`src/rtl/memory_stage_pkg.sv`:
```
// ---------------------------------------------------------------------------
// memory_stage_pkg
//   Shared constants and types for the memory stage: memory-op function
//   codes, writeback bubble values, the captured-op record and the
//   writeback record, plus small op-classification helpers.
// ---------------------------------------------------------------------------
package memory_stage_pkg;

    // Memory function codes (input_mem_fun)
    localparam logic [3:0] MEM_X   = 4'd0;
    localparam logic [3:0] MEM_LB  = 4'd1;
    localparam logic [3:0] MEM_LH  = 4'd2;
    localparam logic [3:0] MEM_LW  = 4'd3;
    localparam logic [3:0] MEM_LBU = 4'd4;
    localparam logic [3:0] MEM_LHU = 4'd5;
    localparam logic [3:0] MEM_SB  = 4'd6;
    localparam logic [3:0] MEM_SH  = 4'd7;
    localparam logic [3:0] MEM_SW  = 4'd8;

    // Writeback bubble values
    localparam logic [31:0] REGPC_NOP = 32'h0000_0000;
    localparam logic        REN_X     = 1'b0;
    localparam logic [3:0]  WB_X      = 4'd0;
    localparam logic [31:0] DATA_NOP  = 32'hffff_ffff;

    // Op captured from execute while a memory access is in flight
    typedef struct packed {
        logic [31:0] pc;
        logic [3:0]  fun;
        logic [31:0] alu_out;
        logic [31:0] rs2_data;
        logic        rf_wen;
        logic [3:0]  wb_sel;
        logic [4:0]  wb_addr;
    } mem_op_t;

    // Record handed to writeback
    typedef struct packed {
        logic [31:0] pc;
        logic        rf_wen;
        logic [3:0]  wb_sel;
        logic [4:0]  wb_addr;
        logic [31:0] alu_out;
        logic [31:0] mem_rdata;
    } wb_out_t;

    localparam wb_out_t WB_BUBBLE = '{pc: REGPC_NOP, rf_wen: REN_X, wb_sel: WB_X,
                                      wb_addr: 5'd0, alu_out: DATA_NOP, mem_rdata: DATA_NOP};

    function automatic logic is_store(input logic [3:0] fun);
        return (fun == MEM_SB) || (fun == MEM_SH) || (fun == MEM_SW);
    endfunction

endpackage

```
`src/rtl/memory_stage_align.sv`:
```
// ---------------------------------------------------------------------------
// mem_align
//   Combinational byte-lane logic shared by the memory stage and, later,
//   the fetch/LSU path.
//   fun_i   : memory function code
//   lane_i  : address[1:0], selects byte lane
//   rs2_i   : raw store data
//   rdata_i : raw load word from memory
//   wmask_o : byte enables for stores (0 for loads)
//   wdata_o : lane-replicated store data
//   rdata_o : sign/zero-extended load data (raw word for LW)
// ---------------------------------------------------------------------------
module mem_align
    import memory_stage_pkg::*;
(
    input  logic [3:0]  fun_i,
    input  logic [1:0]  lane_i,
    input  logic [31:0] rs2_i,
    input  logic [31:0] rdata_i,
    output logic [3:0]  wmask_o,
    output logic [31:0] wdata_o,
    output logic [31:0] rdata_o
);

    logic [7:0]  byte_sel;
    logic [15:0] half_sel;

    // Misaligned halfwords use lane[1] only; words ignore the lane entirely.
    assign byte_sel = rdata_i[{lane_i, 3'b000} +: 8];
    assign half_sel = lane_i[1] ? rdata_i[31:16] : rdata_i[15:0];

    always_comb begin
        // NOTE: every output gets a default first so no path leaves it unassigned (no latch).
        wmask_o = 4'h0;
        wdata_o = rs2_i;
        rdata_o = rdata_i;
        case (fun_i)
            MEM_SB:  begin
                wmask_o = 4'b0001 << lane_i;
                wdata_o = {4{rs2_i[7:0]}};
            end
            MEM_SH:  begin
                wmask_o = 4'b0011 << {lane_i[1], 1'b0};
                wdata_o = {2{rs2_i[15:0]}};
            end
            MEM_SW:  wmask_o = 4'hf;
            MEM_LB:  rdata_o = {{24{byte_sel[7]}}, byte_sel};
            MEM_LBU: rdata_o = {24'd0, byte_sel};
            MEM_LH:  rdata_o = {{16{half_sel[15]}}, half_sel};
            MEM_LHU: rdata_o = {16'd0, half_sel};
            default: ;
        endcase
    end

endmodule

```
`src/rtl/memory_stage.sv`:
```
// ---------------------------------------------------------------------------
// memory_stage
//   Stage after execute. Non-memory ops pass to writeback one cycle later.
//   A load/store is captured, issued as one valid/ready request on the data
//   port, and (for loads) held until the response returns. Stalls execute
//   while an access is outstanding. A branch flush squashes the op in flight.
//   clk, rst             : clock, asynchronous active-high reset
//   wb_branch_hazard     : flush
//   input_*              : op from execute
//   output_stall_flg     : combinational stall back to execute
//   mem_cmd_* / mem_rsp_*: data-memory request / response
//   output_*             : registered record to writeback (bubble if idle)
// ---------------------------------------------------------------------------
module memory_stage
    import memory_stage_pkg::*;
#(
    parameter int ADDR_W = 32
) (
    input  logic              clk,
    input  logic              rst,
    input  logic              wb_branch_hazard,
    input  logic [31:0]       input_reg_pc,
    input  logic [3:0]        input_mem_fun,
    input  logic [31:0]       input_alu_out,
    input  logic [31:0]       input_rs2_data,
    input  logic              input_rf_wen,
    input  logic [3:0]        input_wb_sel,
    input  logic [4:0]        input_wb_addr,
    output logic              output_stall_flg,
    output logic              mem_cmd_valid,
    input  logic              mem_cmd_ready,
    output logic [ADDR_W-1:0] mem_cmd_addr,
    output logic              mem_cmd_wen,
    output logic [3:0]        mem_cmd_wmask,
    output logic [31:0]       mem_cmd_wdata,
    input  logic              mem_rsp_valid,
    input  logic [31:0]       mem_rsp_rdata,
    output logic [31:0]       output_reg_pc,
    output logic              output_rf_wen,
    output logic [3:0]        output_wb_sel,
    output logic [4:0]        output_wb_addr,
    output logic [31:0]       output_alu_out,
    output logic [31:0]       output_mem_rdata
);

    localparam logic [1:0] S_IDLE  = 2'd0;
    localparam logic [1:0] S_REQ   = 2'd1;
    localparam logic [1:0] S_WAIT  = 2'd2;
    localparam logic [1:0] S_DRAIN = 2'd3;  // flushed load: swallow the response

    logic [1:0] state_q, state_d;
    mem_op_t    cap_q, cap_d;
    wb_out_t    out_q, out_d;
    mem_op_t    in_op;
    wb_out_t    cap_done;
    logic       cap_store;
    logic       stall;
    logic [31:0] load_data;

    assign in_op = '{pc: input_reg_pc, fun: input_mem_fun, alu_out: input_alu_out,
                     rs2_data: input_rs2_data, rf_wen: input_rf_wen,
                     wb_sel: input_wb_sel, wb_addr: input_wb_addr};

    assign cap_store = is_store(cap_q.fun);

    mem_align u_align (
        .fun_i   (cap_q.fun),
        .lane_i  (cap_q.alu_out[1:0]),
        .rs2_i   (cap_q.rs2_data),
        .rdata_i (mem_rsp_rdata),
        .wmask_o (mem_cmd_wmask),
        .wdata_o (mem_cmd_wdata),
        .rdata_o (load_data)
    );

    assign mem_cmd_addr = {cap_q.alu_out[ADDR_W-1:2], 2'b00};
    assign mem_cmd_wen  = cap_store;

    // Completion record for the captured op; mem_rdata filled in for loads.
    assign cap_done = '{pc: cap_q.pc, rf_wen: cap_q.rf_wen, wb_sel: cap_q.wb_sel,
                        wb_addr: cap_q.wb_addr, alu_out: cap_q.alu_out,
                        mem_rdata: cap_store ? DATA_NOP : load_data};

    // State register
    always_ff @(posedge clk or posedge rst) begin
        if (rst) begin
            state_q <= S_IDLE;
        end else begin
            // NOTE: sequential state uses non-blocking assignment so all registers update together.
            state_q <= state_d;
        end
    end

    // Next-state logic
    always_comb begin
        state_d = state_q;
        case (state_q)
            S_IDLE:  if (!wb_branch_hazard && input_mem_fun != MEM_X) state_d = S_REQ;
            S_REQ:   begin
                if (wb_branch_hazard)   state_d = S_IDLE;
                else if (mem_cmd_ready) state_d = cap_store ? S_IDLE : S_WAIT;
            end
            S_WAIT:  begin
                if (mem_rsp_valid)         state_d = S_IDLE;
                else if (wb_branch_hazard) state_d = S_DRAIN;
            end
            S_DRAIN: if (mem_rsp_valid) state_d = S_IDLE;
            default: state_d = S_IDLE;
        endcase
    end

    // Outputs and datapath next-state
    always_comb begin
        mem_cmd_valid = 1'b0;
        stall         = 1'b0;
        cap_d         = cap_q;
        out_d         = WB_BUBBLE;
        case (state_q)
            S_IDLE:  begin
                stall = (input_mem_fun != MEM_X);
                if (!wb_branch_hazard) begin
                    if (input_mem_fun != MEM_X) begin
                        cap_d = in_op;
                    end else begin
                        out_d = '{pc: input_reg_pc, rf_wen: input_rf_wen, wb_sel: input_wb_sel,
                                  wb_addr: input_wb_addr, alu_out: input_alu_out,
                                  mem_rdata: DATA_NOP};
                    end
                end
            end
            S_REQ:   begin
                // Flush withdraws the request in the same cycle; a concurrent ready is moot.
                mem_cmd_valid = !wb_branch_hazard;
                stall         = !(cap_store && mem_cmd_ready);
                if (mem_cmd_valid && mem_cmd_ready && cap_store) out_d = cap_done;
            end
            S_WAIT:  begin
                stall = !mem_rsp_valid;
                if (mem_rsp_valid && !wb_branch_hazard) out_d = cap_done;
            end
            S_DRAIN: stall = 1'b1;
            default: ;
        endcase
    end

    assign output_stall_flg = stall;

    always_ff @(posedge clk or posedge rst) begin
        if (rst) begin
            cap_q <= '0;
            out_q <= WB_BUBBLE;
        end else begin
            cap_q <= cap_d;
            out_q <= out_d;
        end
    end

    assign output_reg_pc    = out_q.pc;
    assign output_rf_wen    = out_q.rf_wen;
    assign output_wb_sel    = out_q.wb_sel;
    assign output_wb_addr   = out_q.wb_addr;
    assign output_alu_out   = out_q.alu_out;
    assign output_mem_rdata = out_q.mem_rdata;

endmodule

```
`config.mk`:
```
export PLATFORM = sky130hd
export DESIGN_NAME = memory_stage
export DESIGN_NICKNAME = d
export VERILOG_FILES = /design/src/rtl/memory_stage_pkg.sv /design/src/rtl/memory_stage_align.sv /design/src/rtl/memory_stage.sv
export SDC_FILE = /design/constraint.sdc
export NUM_CORES = 1
export LEC_CHECK = 0
export CAP_MARGIN = 10
export CORE_MARGIN = 4
export CORE_UTILIZATION = 46
export CTS_CLUSTER_DIAMETER = 150
export DETAILED_ROUTE_END_ITERATION = 16
export PLACE_DENSITY = 0.81
export SYNTH_ARGS = -nofsm -noshare
export SYNTH_HDL_FRONTEND = slang
export SYNTH_SLANG_ARGS = --single-unit
```
`constraint.sdc`:
```
create_clock -name clk -period 9.92 [get_ports clk]
set_input_delay 1.984 -clock clk [delete_from_list [all_inputs] [get_ports clk]]
set_output_delay 1.984 -clock clk [all_outputs]
set_load 0.05 [all_outputs]
```
==> impl_metrics.json, run 1 <==
{
  "route.detailed.wl_per_inst_um": 21.1,
  "cpPeakStageDelay_ns": 0.72,
  "finalCritPeriodShare": 0.607,
  "rrSetupSlack_ns": 6.69,
  "critical_path_class": "primary input to primary output",
  "final_nets": 1141,
  "grt_overflow": 0,
  "cts_buffers": 23,
  "critical_path_arrival_ns": 4.03,
  "leakagePower_nw": 5.46,
  "grt.total_usage": 0.222,
  "vias": 7087,
  "grt_max_degree": 140,
  "clockPowerShare": 0.201,
  "grt_pass1_vias": 7465,
  "dieHeight_um": 154,
  "viasPerCell": 5.52,
  "initial_core_util": 0.467,
  "antenna_found_initial": 0,
  "drv_cap": 0,
  "setup_viol": 0,
  "synthCells": 732,
  "power_frac_comb": 0.467,
  "drc": 0,
  "fp.dieArea_um2": 23700,
  "relSlewSlack": 0.227,
  "place_hpwl_um": 18800,
  "core_um2": 21000,
  "crit_chain": "clkdlybuf4s50_1, or4_4, o21ai_0, o21ai_0, clkdlybuf4s50_1",
  "netlist_area_um2": 9780,
  "internal-power_mw": 2.44,
  "portBuffers": 321,
  "cp.buffers_inverters": 2,
  "clock_skew_ns": 0.0145,
  "yosys_warnings": 0,
  "ios": 324,
  "antenna_left": 0,
  "status": "finished, final reports clean",
  "layout_common_cells": "321 x clkdlybuf4s50_1, 154 x dfrtp_1, 90 x mux2_1",
  "holdPathEnd": "output_reg_pc[23]",
  "num_rows": 53,
  "synth-async-reset-ratio": 1.00,
  "report.final.slew_viol_count": 0,
  "worstReg2RegStart": "state_q[0]",
  "holdWs_ns": 0.489,
  "post_cts_resized": 0,
  "routed_wl_um": 27100,
  "critPathTopFamily": "buffers and inverters",
  "die_width_um": 154,
  "hold_viol": 0,
  "p_switching_mw": 1.84,
  "gp_congestion": 0.874,
  "cpMaxStageDelayCell": "clkdlybuf4s50_1",
  "clock_path_buffers": 3,
  "tightestPinTransition_ns": 1.16,
  "clkTransAtPathRegs_ns": 0.06,
  "power.total_mw": 4.29,
  "required_ns": 7.94,
  "fill_cells": 1601,
  "drt-pass1-iter-count": 5,
  "multi_input_area_um2": 3580,
  "syn_to_final_growth_pct": 38.2,
  "drtIter0Drc": 363,
  "seqPwrFrac": 0.332,
  "h-tree-depth": 1,
  "min_from": "cap_done[97]",
  "ir_drop_uv": 267,
  "drive_above_1_share": 0.158,
  "grt_pass1_wl_um": 42100,
  "reg2reg_depth": 6,
  "r2r_end": "cap_q[74]",
  "worstSetupStartpointType": "primary input",
  "cts-root-buf": "clkbuf_16",
  "dominantRegCellSynth": "dfrtp_1",
  "place_inst": 1244,
  "power_density_nw_per_um2": 317,
  "rsz0062_at_grt": "false",
  "cts_sinks": 218,
  "instances_no_fill": 1284,
  "min_period_ns": 6.02,
  "hold_path.class": "flop to flop",
  "final_common_cell": "clkdlybuf4s50_1",
  "synth-seq-area-share": 0.566,
  "clock.fmax_mhz": 166,
  "tritoncts": "done",
  "ys_ff_latch": 218,
  "switching_share": 0.430,
  "cp_max_fo": 4,
  "worstHoldPathCells": 1,
  "cts_setup_buffers": 0,
  "syn_avg_cell_area_um2": 13.4,
  "cp-end-kind": "primary output",
  "regArea_um2": 5540,
  "clock_latency_ns": 0.51,
  "synth_edf_count": 0,
  "hold_buffers": 0,
  "fin_setup_tns_ns": 0,
  "ys_types": 57
}
==> power groups by stage <==
stage	registers (mW)	logic, mW	clock network (mW)
after detailed placement	1.44	2.01	0
after global routing	1.47	2.11	0.917
final	1.42	2.00	0.860
after floorplan	1.47	1.45	0
after CTS	1.43	2.02	0.879
after global placement	1.42	1.98	0
==> flip-flops by register name, summed over array words and instances (netlist names) <==
| register | cells |
|---|---|
| output_wb_addr | 5 |
| cap_done | 44 |
| output_mem_rdata | 32 |
| output_alu_out | 32 |
| state_q | 2 |
| mem_cmd_addr | 30 |
| output_rf_wen | 1 |
| output_reg_pc | 32 |
| cap_q | 36 |
| output_wb_sel | 4 |
==> kinds of logic (layout without fill, tap and decap cells) <==
| family | count (synthesis) | after routing | synth area share |
|---|---|---|---|
| simple gates | 96 | 96 | 0.0556 |
| xor+xnor | 1 | 1 | 0.000896 |
| compound gates | 182 | 182 | 0.144 |
| flops | 218 | 218 | 0.566 |
| mux | 137 | 137 | 0.163 |
| other cells | 1 | 3 | 0.000383 |
| buf+inv | 97 | 372 | 0.0695 |
==> worst max-delay path by stage <==
stage	startpoint	endpoint	slack (ns)	cells after the start
floorplan	rst	cap_done[100]	2.08	1
global placement	input_mem_fun[1]	output_stall_flg	3.90	5
detailed placement	input_mem_fun[0]	output_stall_flg	3.91	5
CTS	input_mem_fun[0]	output_stall_flg	3.91	5
global route	input_mem_fun[1]	output_stall_flg	3.85	5
finish	input_mem_fun[0]	output_stall_flg	3.90	5
==> Yosys cell counts, drive strengths merged (4+ instances only) <==
cell | instances | area share
o22ai | 6 | 0.0038
mux4 | 6 | 0.014
a21o | 17 | 0.013
nor2 | 4 | 0.0026
nand3 | 27 | 0.015
mux2 | 121 | 0.14
buf | 76 | 0.061
dfstp | 64 | 0.17
o211ai | 4 | 0.0031
o21a | 6 | 0.0046
clkbuf | 19 | 0.0075
a21oi | 6 | 0.0031
o22a | 52 | 0.047
o21ai | 29 | 0.015
dfrtp | 154 | 0.39
a22o | 42 | 0.038
a22oi | 11 | 0.0084
mux2i | 10 | 0.010
nand2 | 41 | 0.016
==> per-stage QoR <==
stage	cell area (um^2)	worst slack, ns	util
final	13500	3.90	0.645
after global placement	12800	3.90	0.609
after detailed placement	12800	3.91	0.609
after CTS	13500	3.91	0.645
after global routing	13500	3.85	0.645
after floorplan	9780	2.08	-
==> metal layers <==
layer / share of wire / vias up / track usage
met5: 0 / - / 0
met4: 0.040 / 0 / 0.0875
met3: 0.073 / 64 / 0.0521
met2: 0.50 / 321 / 0.384
met1: 0.39 / 3533 / 0.268
li1: - / 3169 / -
==> layout make-up <==
type	instances	share of cell area
tap	275	0.0255
sequential	218	0.409
inverter	2	0.00111
clock buffer	34	0.0501
clock inverter	5	0.00583
antenna	1	0.000185
multi-input combinational	418	0.265
timing repair buffer	331	0.243
No activity file was read; power rests on OpenSTA's default activity.
==> run 2, diff against run 1 <==
clock period = 5.55 ns   (was 9.92 ns; I/O delays follow)
==> run 2 against run 1 <==
  * Final area is 0.49% higher
  * Clock skew is 0.00089 ns higher
  * First-iteration DRC count is 0.28% lower
  * Non-clock buffer count is 1 higher
  * Sequential cell count stayed put
  * Via count hardly changed
  * Die area stayed put
  * Sequential power is 80% higher
  * Count of clock-buffer cells in the layout stayed put
  * Highest routed layer unchanged
  * Core utilization is 0.32 points higher
==> impl_metrics.json, run 2 (same netlist as run 1, synthesis figures left out) <==
{
  "cp_max_fo": 15,
  "cp_common_cell": "o21ai_0",
  "relSlewSlack": 0.234,
  "clock_latency_ns": 0.50,
  "syn_to_final_growth_pct": 38.9,
  "power_density_nw_per_um2": 565,
  "setup_viol": 0,
  "final_nets": 1142,
  "place_inst": 1245,
  "hold_path.class": "flop to flop",
  "critPathTopFamily": "buffers and inverters",
  "critical_path_class": "flop to primary output",
  "grt.total_usage": 0.221,
  "grt_pass1_wl_um": 42100,
  "drc": 0,
  "drt-pass1-iter-count": 5,
  "grt_max_degree": 121,
  "tightestPinTransition_ns": 1.15,
  "die_width_um": 154,
  "worstSetupStartpointType": "flop",
  "tritoncts": "done",
  "ios": 324,
  "clock_path_buffers": 3,
  "vias": 7085,
  "min_period_ns": 4.58,
  "status": "finished, final reports clean",
  "layout_common_cells": "321 x clkdlybuf4s50_1, 154 x dfrtp_1, 90 x mux2_1",
  "core_um2": 21000,
  "post_cts_resized": 0,
  "dieHeight_um": 154,
  "finalCritPeriodShare": 0.826,
  "num_rows": 53,
  "drtIter0Drc": 362,
  "leakagePower_nw": 5.47,
  "portBuffers": 321,
  "report.final.slew_viol_count": 0,
  "cpPeakStageDelay_ns": 0.89,
  "initial_core_util": 0.467,
  "antenna_left": 0,
  "largest_register_ffs": 44,
  "crit_chain": "and3b_1, o21ai_0, o21ai_0, clkdlybuf4s50_1",
  "h-tree-depth": 1,
  "hold_buffers": 0,
  "cpMaxStageDelayCell": "clkdlybuf4s50_1",
  "grt_pass1_vias": 7540,
  "cts_setup_buffers": 0,
  "rsz0062_at_grt": "false",
  "fp.dieArea_um2": 23700,
  "grt_overflow": 0,
  "drv_cap": 0,
  "fill_cells": 1598,
  "cts_sinks": 218,
  "hold_viol": 0,
  "cts_buffers": 23,
  "viasPerCell": 5.51,
  "critical_path_arrival_ns": 3.47,
  "clkTransAtPathRegs_ns": 0.06,
  "fin_setup_tns_ns": 0,
  "drive_above_1_share": 0.158,
  "instances_no_fill": 1287,
  "final_common_cell": "clkdlybuf4s50_1",
  "routed_wl_um": 26800,
  "route.detailed.wl_per_inst_um": 20.8,
  "place_hpwl_um": 18800,
  "cts-root-buf": "clkbuf_16",
  "clock_skew_ns": 0.0154,
  "required_ns": 4.44,
  "clock.fmax_mhz": 218,
  "gp_congestion": 0.831,
  "cp.buffers_inverters": 1,
  "ir_drop_uv": 557,
  "cp-end-kind": "primary output",
  "antenna_found_initial": 1
}
[run 2: power breakdown]
group          internal, mW  total (mW)  switching [mW]
registers              2.11        2.55           0.447
clock network         0.948        1.55           0.604
logic                  1.34        3.58            2.24
[run 2: layout make-up]
| cell class | instances | area [um^2] | area share |
|---|---|---|---|
| Antenna cell | 1 | 2.50 | 0.000184 |
| Tap cell | 275 | 344 | 0.0253 |
| Sequential cell | 218 | 5540 | 0.407 |
| Clock buffer | 34 | 688 | 0.0507 |
| Multi-Input combinational cell | 418 | 3590 | 0.264 |
| Timing Repair Buffer | 332 | 3330 | 0.245 |
| Clock inverter | 7 | 85.1 | 0.00626 |
| Inverter | 2 | 11.3 | 0.000829 |
[run 2: final timing paths]
| kind | startpoint | end | slack (ns) | depth (start not counted) |
|---|---|---|---|---|
| max reg2reg | cap_q[76] | output_reg_pc[6] | 2.86 | 6 |
| max | cap_q[76] | mem_cmd_wmask[1] | 0.97 | 4 |
| min in group asynchronous | rst | mem_cmd_addr[13] | 1.10 | 3 |
| max in group asynchronous | rst | output_reg_pc[22] | 3.43 | 4 |
| min reg2reg | cap_done[81] | output_reg_pc[7] | 0.48 | 1 |
| min | cap_done[81] | output_reg_pc[7] | 0.48 | 1 |
[run 2: per-stage QoR]
stage / instance area [um^2] / total power [mW] / hold WS, ns / worst slack (ns) / utilization
final: 13600 / 7.68 / 0.480 / 0.965 / 0.648
after global routing: 13600 / 8.06 / 0.495 / 0.864 / 0.648
after CTS: 13600 / 7.76 / 0.486 / 0.989 / 0.648
after detailed placement: 12800 / 6.17 / 0.473 / 1.30 / 0.611
after global placement: 12800 / 6.09 / 0.470 / 1.28 / 0.611
after floorplan: 9790 / 5.22 / 0.462 / 1.65 / -
[run 2: worst register-to-register path, stage by stage, from the launching register on]
cell       delay [ns]
dfrtp_1          0.59
and3b_1          0.83
o2111ai_2        0.16
buf_4            0.28
o21ai_4          0.09
buf_4            0.43
a22o_1           0.24
[run 2: routing by layer]
layer  vias up  wire (um)  global-route usage
met4         0       1160              0.0904
li1       3182          -                   -
met3        69       2050              0.0554
met2       307      13300               0.376
met5         -          0                   0
met1      3527      10200               0.269
==> run 3, diff against run 2 <==
CORE_UTILIZATION = 42   (was 46)
PLACE_DENSITY = 0.78   (was 0.81)
clock period = 4.2 ns   (was 5.55 ns; I/O delays follow)
==> run 3 against run 2 <==
  * Critical path depth is 1 lower
  * Sequential share of layout area decreased by 0.41 points
  * Highest routed layer unchanged
  * Non-clock buffer count rose by 6
  * Final area is 1.0% higher
  * Worst setup slack got worse by 0.51 ns
  * Clock skew is 0.0076 ns lower
  * Clock power grew 37%
  * Hold slack worse by 0.0025 ns
  * Sequential power grew 29%
  * Sequential cell count stayed put
  * Count of clock-buffer cells in the layout did not move
  * Wire length up 2.4%
==> impl_metrics.json, run 3 (same netlist as run 1, synthesis figures left out) <==
{
  "pre_cts_ws_ns": 0.445,
  "clock_path_buffers": 3,
  "h-tree-depth": 1,
  "num_rows": 55,
  "holdWs_ns": 0.478,
  "clock_latency_ns": 0.52,
  "worstSetupStartpointType": "flop",
  "leakagePower_nw": 5.54,
  "hold_path.class": "flop to flop",
  "hold_viol": 0,
  "gp_congestion": 0.807,
  "grt_pass1_wl_um": 43000,
  "fp.dieArea_um2": 25800,
  "finalCritPeriodShare": 0.891,
  "cts_buffers": 24,
  "portBuffers": 321,
  "grt_pass1_vias": 7584,
  "rsz0062_at_grt": "false",
  "largest_register_ffs": 44,
  "clkTransAtPathRegs_ns": 0.06,
  "post_cts_resized": 0,
  "place_hpwl_um": 19300,
  "vias": 7145,
  "fill_cells": 1782,
  "drt-pass1-iter-count": 4,
  "die_width_um": 161,
  "cts-root-buf": "clkbuf_16",
  "cts_sinks": 218,
  "drc": 0,
  "viasPerCell": 5.36,
  "antenna_found_initial": 0,
  "drv_cap": 0,
  "clock_skew_ns": 0.00784,
  "initial_core_util": 0.429,
  "fin_ws_ns": 0.458,
  "routed_wl_um": 27400,
  "critPathTopFamily": "buffers and inverters",
  "grt_overflow": 0,
  "utilization": 0.603,
  "status": "finished, final reports clean",
  "cp_max_fo": 11,
  "tightestPinTransition_ns": 0.736,
  "hold_buffers": 0,
  "crit_chain": "or4b_1, o21ai_0, clkdlybuf4s50_1",
  "required_ns": 3.36,
  "cpPeakStageDelay_ns": 0.86,
  "cp.buffers_inverters": 1,
  "min_period_ns": 3.74,
  "place_inst": 1289,
  "rrSetupSlack_ns": 1.80,
  "relSlewSlack": 0.508,
  "antenna_left": 0,
  "core_um2": 22800,
  "setup_viol": 0,
  "grt.total_usage": 0.207,
  "cpMaxStageDelayCell": "clkdlybuf4s50_1",
  "final_nets": 1149,
  "drive_above_1_share": 0.172,
  "report.final.slew_viol_count": 0,
  "route.detailed.wl_per_inst_um": 20.6,
  "clock.fmax_mhz": 267,
  "layout_common_cells": "319 x clkdlybuf4s50_1, 154 x dfrtp_1, 90 x mux2_1",
  "cts_setup_buffers": 0,
  "syn_to_final_growth_pct": 40.3,
  "drtIter0Drc": 423,
  "fin_setup_tns_ns": 0,
  "dieHeight_um": 161,
  "instances_no_fill": 1333,
  "tritoncts": "done",
  "cp-end-kind": "primary output",
  "ir_drop_uv": 592,
  "diodes": 0,
  "grt_max_degree": 90,
  "critical_path_arrival_ns": 2.90,
  "ios": 324,
  "final_common_cell": "clkdlybuf4s50_1",
  "power_density_nw_per_um2": 748,
  "critical_path_class": "flop to primary output"
}
## run 3: cell types whose count changed in the layout (fill, tap and decap cells not counted), sizes merged
cell | before | now
clkinv | 4 | 7
bufinv | 2 | 1
inv | 1 | 2
diode | 1 | 0
buf | 11 | 19
clkdlybuf4s50 | 321 | 319
## run 3: cell type report
| type | count | area (um^2) | area share |
|---|---|---|---|
| Inverter | 2 | 11.3 | 0.000820 |
| Clock buffer | 34 | 719 | 0.0524 |
| Timing Repair Buffer | 338 | 3390 | 0.247 |
| Tap cell | 313 | 392 | 0.0285 |
| Multi-Input combinational cell | 418 | 3590 | 0.261 |
| Clock inverter | 10 | 95.1 | 0.00693 |
| Sequential cell | 218 | 5540 | 0.403 |
## run 3: power by group
group / internal [mW] / leakage (nW) / switching (mW)
combinational: 1.79 / 2.57 / 3.06
clock: 1.26 / 0.405 / 0.858
sequential: 2.78 / 2.56 / 0.514
total: 5.83 / 5.54 / 4.43
## run 3: path summary, 6_finish.rpt
kind                                    from                 to  cells past startpoint
worst max register to register     cap_q[77]  output_reg_pc[25]                      6
min in group asynchronous                rst   mem_cmd_addr[20]                      2
max in group asynchronous                rst      cap_done[103]                      3
worst min register to register  cap_done[73]      output_rf_wen                      1
worst min-delay path            cap_done[73]      output_rf_wen                      1
worst max-delay path               cap_q[74]   mem_cmd_wmask[1]                      3
## run 3: metrics by stage
step           area [um^2]  power (mW)
3_3_place_gp         12900        8.11
2_1_floorplan         9790        6.89
3_5_place_dp         12900        8.20
4_1_cts              13700        10.4
5_1_grt              13700        10.8
6_report             13700        10.3
## run 3: worst register-to-register path: cells and delay by family (launching register included)
kind | cells | cell delay [ns]
flip-flops | 1 | 0.60
AO/OA/AOI/OAI | 3 | 0.51
buffers and inverters | 2 | 0.72
AND/OR/NAND/NOR | 1 | 0.51
## run 3: routing by layer
layer,vias to the layer above,part of all wire,track usage
met3,66,0.082,0.0582
met1,3570,0.39,0.253
met2,316,0.49,0.350
li1,3193,-,-
met4,0,0.037,0.0751
met5,-,0,0
==> RTL edit 1: new RTL, config.mk and constraints of run 1 <==
`ADDR_W`: 32 -> 16.
--- a/src/rtl/memory_stage.sv
+++ b/src/rtl/memory_stage.sv
@@ -16,3 +16,3 @@
 #(
-    parameter int ADDR_W = 32
+    parameter int ADDR_W = 16
 ) (
Interface: changed (resized mem_cmd_addr); port bits go from 324 to 308. The function was not compared with the original's and may differ.
==> RTL edit 1 against run 1 <==
- area after synthesis is 1.2% lower
- routed wire length is 2.3% lower
- highest routed layer unchanged
- cell area is 1.0% lower
- critical path type unchanged
- sequential cell count stayed put
- final cell count is 1.4% lower
- maximum frequency is 0.38% lower
- total power is 4.4% lower
- worst setup slack worse by 23 ps
==> RTL edit 1: results (changes against run 1) <==
[route]
wirelength_um=26500  ; -2.3%
drt_pass1_iterations=4  ; -1
drt_iter0_drc=310  ; -15%

[power]
p_leak_nw=5.40  ; -1.0%
total_power_w=0.00410  ; -4.4%
pwr-share-clk_pct=21.5  ; +1.4 points
p_comb_w=0.00181  ; -9.5%
peakVddDrop_uv=332  ; +24%

[logic_synthesis]
synth_cells=716  ; -2.2%
synth_commonest_cells=dfrtp_1, mux2_1, dfstp_2, o22a_1, a22o_1
synth-seq-area-share_pct=57.3  ; +0.70 points
synth.area.top_cells=dfrtp_1, dfstp_2, mux2_1, o22a_1, a22o_1
synth_top_area_share_pct=39.9  ; +0.49 points

[global_routing]
grt_pass1_wl_um=41400  ; -1.6%
track_usage_pct=21.9  ; -0.26 points
grt_antenna_before_repair=2  ; +2
grt_max_degree=133  ; -5.0%
first_global_vias=7277  ; -2.5%

[setup_path]
arrival_ps=4060  ; +30 ps
r2r_cells=5  ; -1
crit_path_start=input_mem_fun[1]
rr_endpoint=mem_cmd_addr[14]$_DFFE_PP0P_

[place]
dp.cells=1223  ; -1.7%
hpwl_um=18500  ; -1.6%
dp_slack_ps=3860  ; -47.3 ps
portBuffers=305  ; -5.0%
place_area_um2=12600  ; -1.3%

[outcome]
outcome=complete, no violations

[hold_path]
hp-start=cap_done[91]$_DFFE_PP0P_

[cells_and_area]
largest_reg_flops=60  ; +36%
fin_cells=1266  ; -1.4%

[sta]
period_share_pct=60.9  ; +0.23 points

==> RTL edit 1: kinds of logic (layout without fill, tap and decap cells) <==
| logic type | count (synthesis) | in the layout | synth area share, % |
|---|---|---|---|
| multiplexers | 137 | 137 | 16.5 |
| AO/OA/AOI/OAI | 182 | 182 | 14.6 |
| XOR/XNOR | 1 | 1 | 0.0907 |
| AND/OR/NAND/NOR | 96 | 96 | 5.63 |
| buffers and inverters | 81 | 358 | 5.79 |
| other | 1 | 4 | 0.0388 |
| flip-flops | 218 | 218 | 57.3 |
==> RTL edit 1: area by class of cell <==
class                   count  area (um^2)
inverters                   2         15.0
multi-input cells         418         3580
diodes                      2         5.00
well taps                 270          338
clock inverters             7          113
fillers                  1523         7050
flip-flops and latches    218         5540
repair buffers            315         3130
clock buffers              34          667
==> RTL edit 1: per-layer routing <==
layer,GRT usage [%],wire (um),vias up
met5,0,0,-
met2,37.8,13300,283
met3,5.68,1990,53
met4,7.25,886,0
li1,-,-,3139
met1,27.0,10300,3509
==> RTL edit 2: new RTL, config.mk and constraints of run 1 <==
Without the edit above. Make the reset (`rst`) synchronous in 2 clocked blocks. Comments in the files are not updated.
--- a/src/rtl/memory_stage.sv
+++ b/src/rtl/memory_stage.sv
@@ -84,3 +84,3 @@
     // State register
-    always_ff @(posedge clk or posedge rst) begin
+    always_ff @(posedge clk) begin
         if (rst) begin
@@ -147,3 +147,3 @@
 
-    always_ff @(posedge clk or posedge rst) begin
+    always_ff @(posedge clk) begin
         if (rst) begin
Formal check against the unedited RTL: differs if rst is asserted again (counterexample within 4 cycles, from zero or initial values and one cycle with rst high); with rst held inactive, the same outputs for 4 cycles.
==> RTL edit 2 against run 1 <==
- register-to-register slack improved by 530 ps
- critical path type unchanged
- routed wire length increased by 5.1%
- maximum frequency decreased by 2.9%
- non-clock buffer count increased by 7
- cell area decreased by 5.5%
- area after synthesis decreased by 7.2%
- count of clock-buffer cells in the layout decreased by 1
- first-iteration DRC count increased by 47%
- sequential cell count unchanged
- worst setup slack got worse by 180 ps
- highest routed layer unchanged
- die area decreased by 6.9%
Power is not compared: it rests on default switching activity, and its combinational part moved more than twofold at a synthesized area within 25%.
==> RTL edit 2: results (changes against run 1) <==
[logic_synthesis]
dominantRegCellSynth=dfxtp_1
synth_commonest_cells=nand2_1, dfxtp_1, a21oi_1, nor2_1, clkbuf_1
synth-seq-area-share_pct=48.1  ; -8.5 points
synth-async-reset-ratio_pct=0  ; -100 points

[setup_path]
worst_path_largest_cell_delay_ps=750  ; +30 ps
timing.rr.start=state_q[1]$_SDFFE_PP0P_
arrival_ps=4210  ; +180 ps
rr_endpoint=cap_q[76]$_SDFFE_PP0P_
rrSetupSlack_ps=7220  ; +530 ps

[cells_and_area]
final_nets=1472  ; +29%
insertedDiodeCount=0  ; -1
multiInputCombCellCount=711  ; +70%
fillCellCount=1593  ; -0.50%
clockNetworkAreaShare_pct=5.69  ; +0.10 points
buf_share_pct=26.1  ; +1.8 points
inverters=33  ; +31
multi_input_area_um2=3880  ; +8.6%
seq_area_um2=4370  ; -21%
nNonClkBuffers=338  ; +2.1%

[sta]
max_slew_margin_pct=34.1  ; +11 points
period_share_pct=62.5  ; +1.8 points
whs_ps=455  ; -34.2 ps
fin_worst_skew_ps=10.7  ; -3.85 ps

[global_routing]
track_usage_pct=24.3  ; +2.1 points
first_global_vias=8249  ; +11%
use_met2_pct=41.1  ; +2.6 points
met3_usage_pct=6.03  ; +0.83 points
grt_pass1_wl_um=43700  ; +3.9%
globalRouteMet1Util_pct=29.4  ; +2.6 points

[place]
dp_slack_ps=3720  ; -185 ps
hpwl_um=18900  ; +0.39%
globalplace.congestion=0.869  ; -0.57%

[outcome]
outcome=complete, no violations

[route]
drt_iter0_drc=533  ; +47%
vias=8724  ; +23%
wl_met3_um=2420  ; +23%
wl_met1_um=11000  ; +4.5%
wl_per_cell_um=17.7  ; -16%

==> RTL edit 2: cell types whose count changed in the layout (fill, tap and decap cells not counted), sizes merged, moves of 52 or more <==
cell,run 1,this run
o22a,52,0
a21oi,6,113
dfrtp,154,0
mux2,121,11
dfstp,64,0
nor2,4,100
nand2,41,264
dfxtp,0,218
==> RTL edit 2: cell families (layout without fill, tap and decap cells) <==
logic type                after synthesis  in the layout  share of synthesized area [%]
muxes                                  21             21                           2.61
buffers and inverters                 167            413                           9.40
DFF                                   218            218                           48.1
and+or+nand+nor                       402            402                           18.2
other                                   1              2                         0.0413
AOI/OAI and AO/OA                     285            285                           21.5
xor gates and xnor gates                1              1                         0.0965
==> RTL edit 2: stage by stage <==
stage / instances / cell area [um^2]
after floorplan: 1096 / 9080
after global placement: 1565 / 12000
after detailed placement: 1565 / 12000
after CTS: 1607 / 12800
after global routing: 1607 / 12800
final: 1607 / 12800
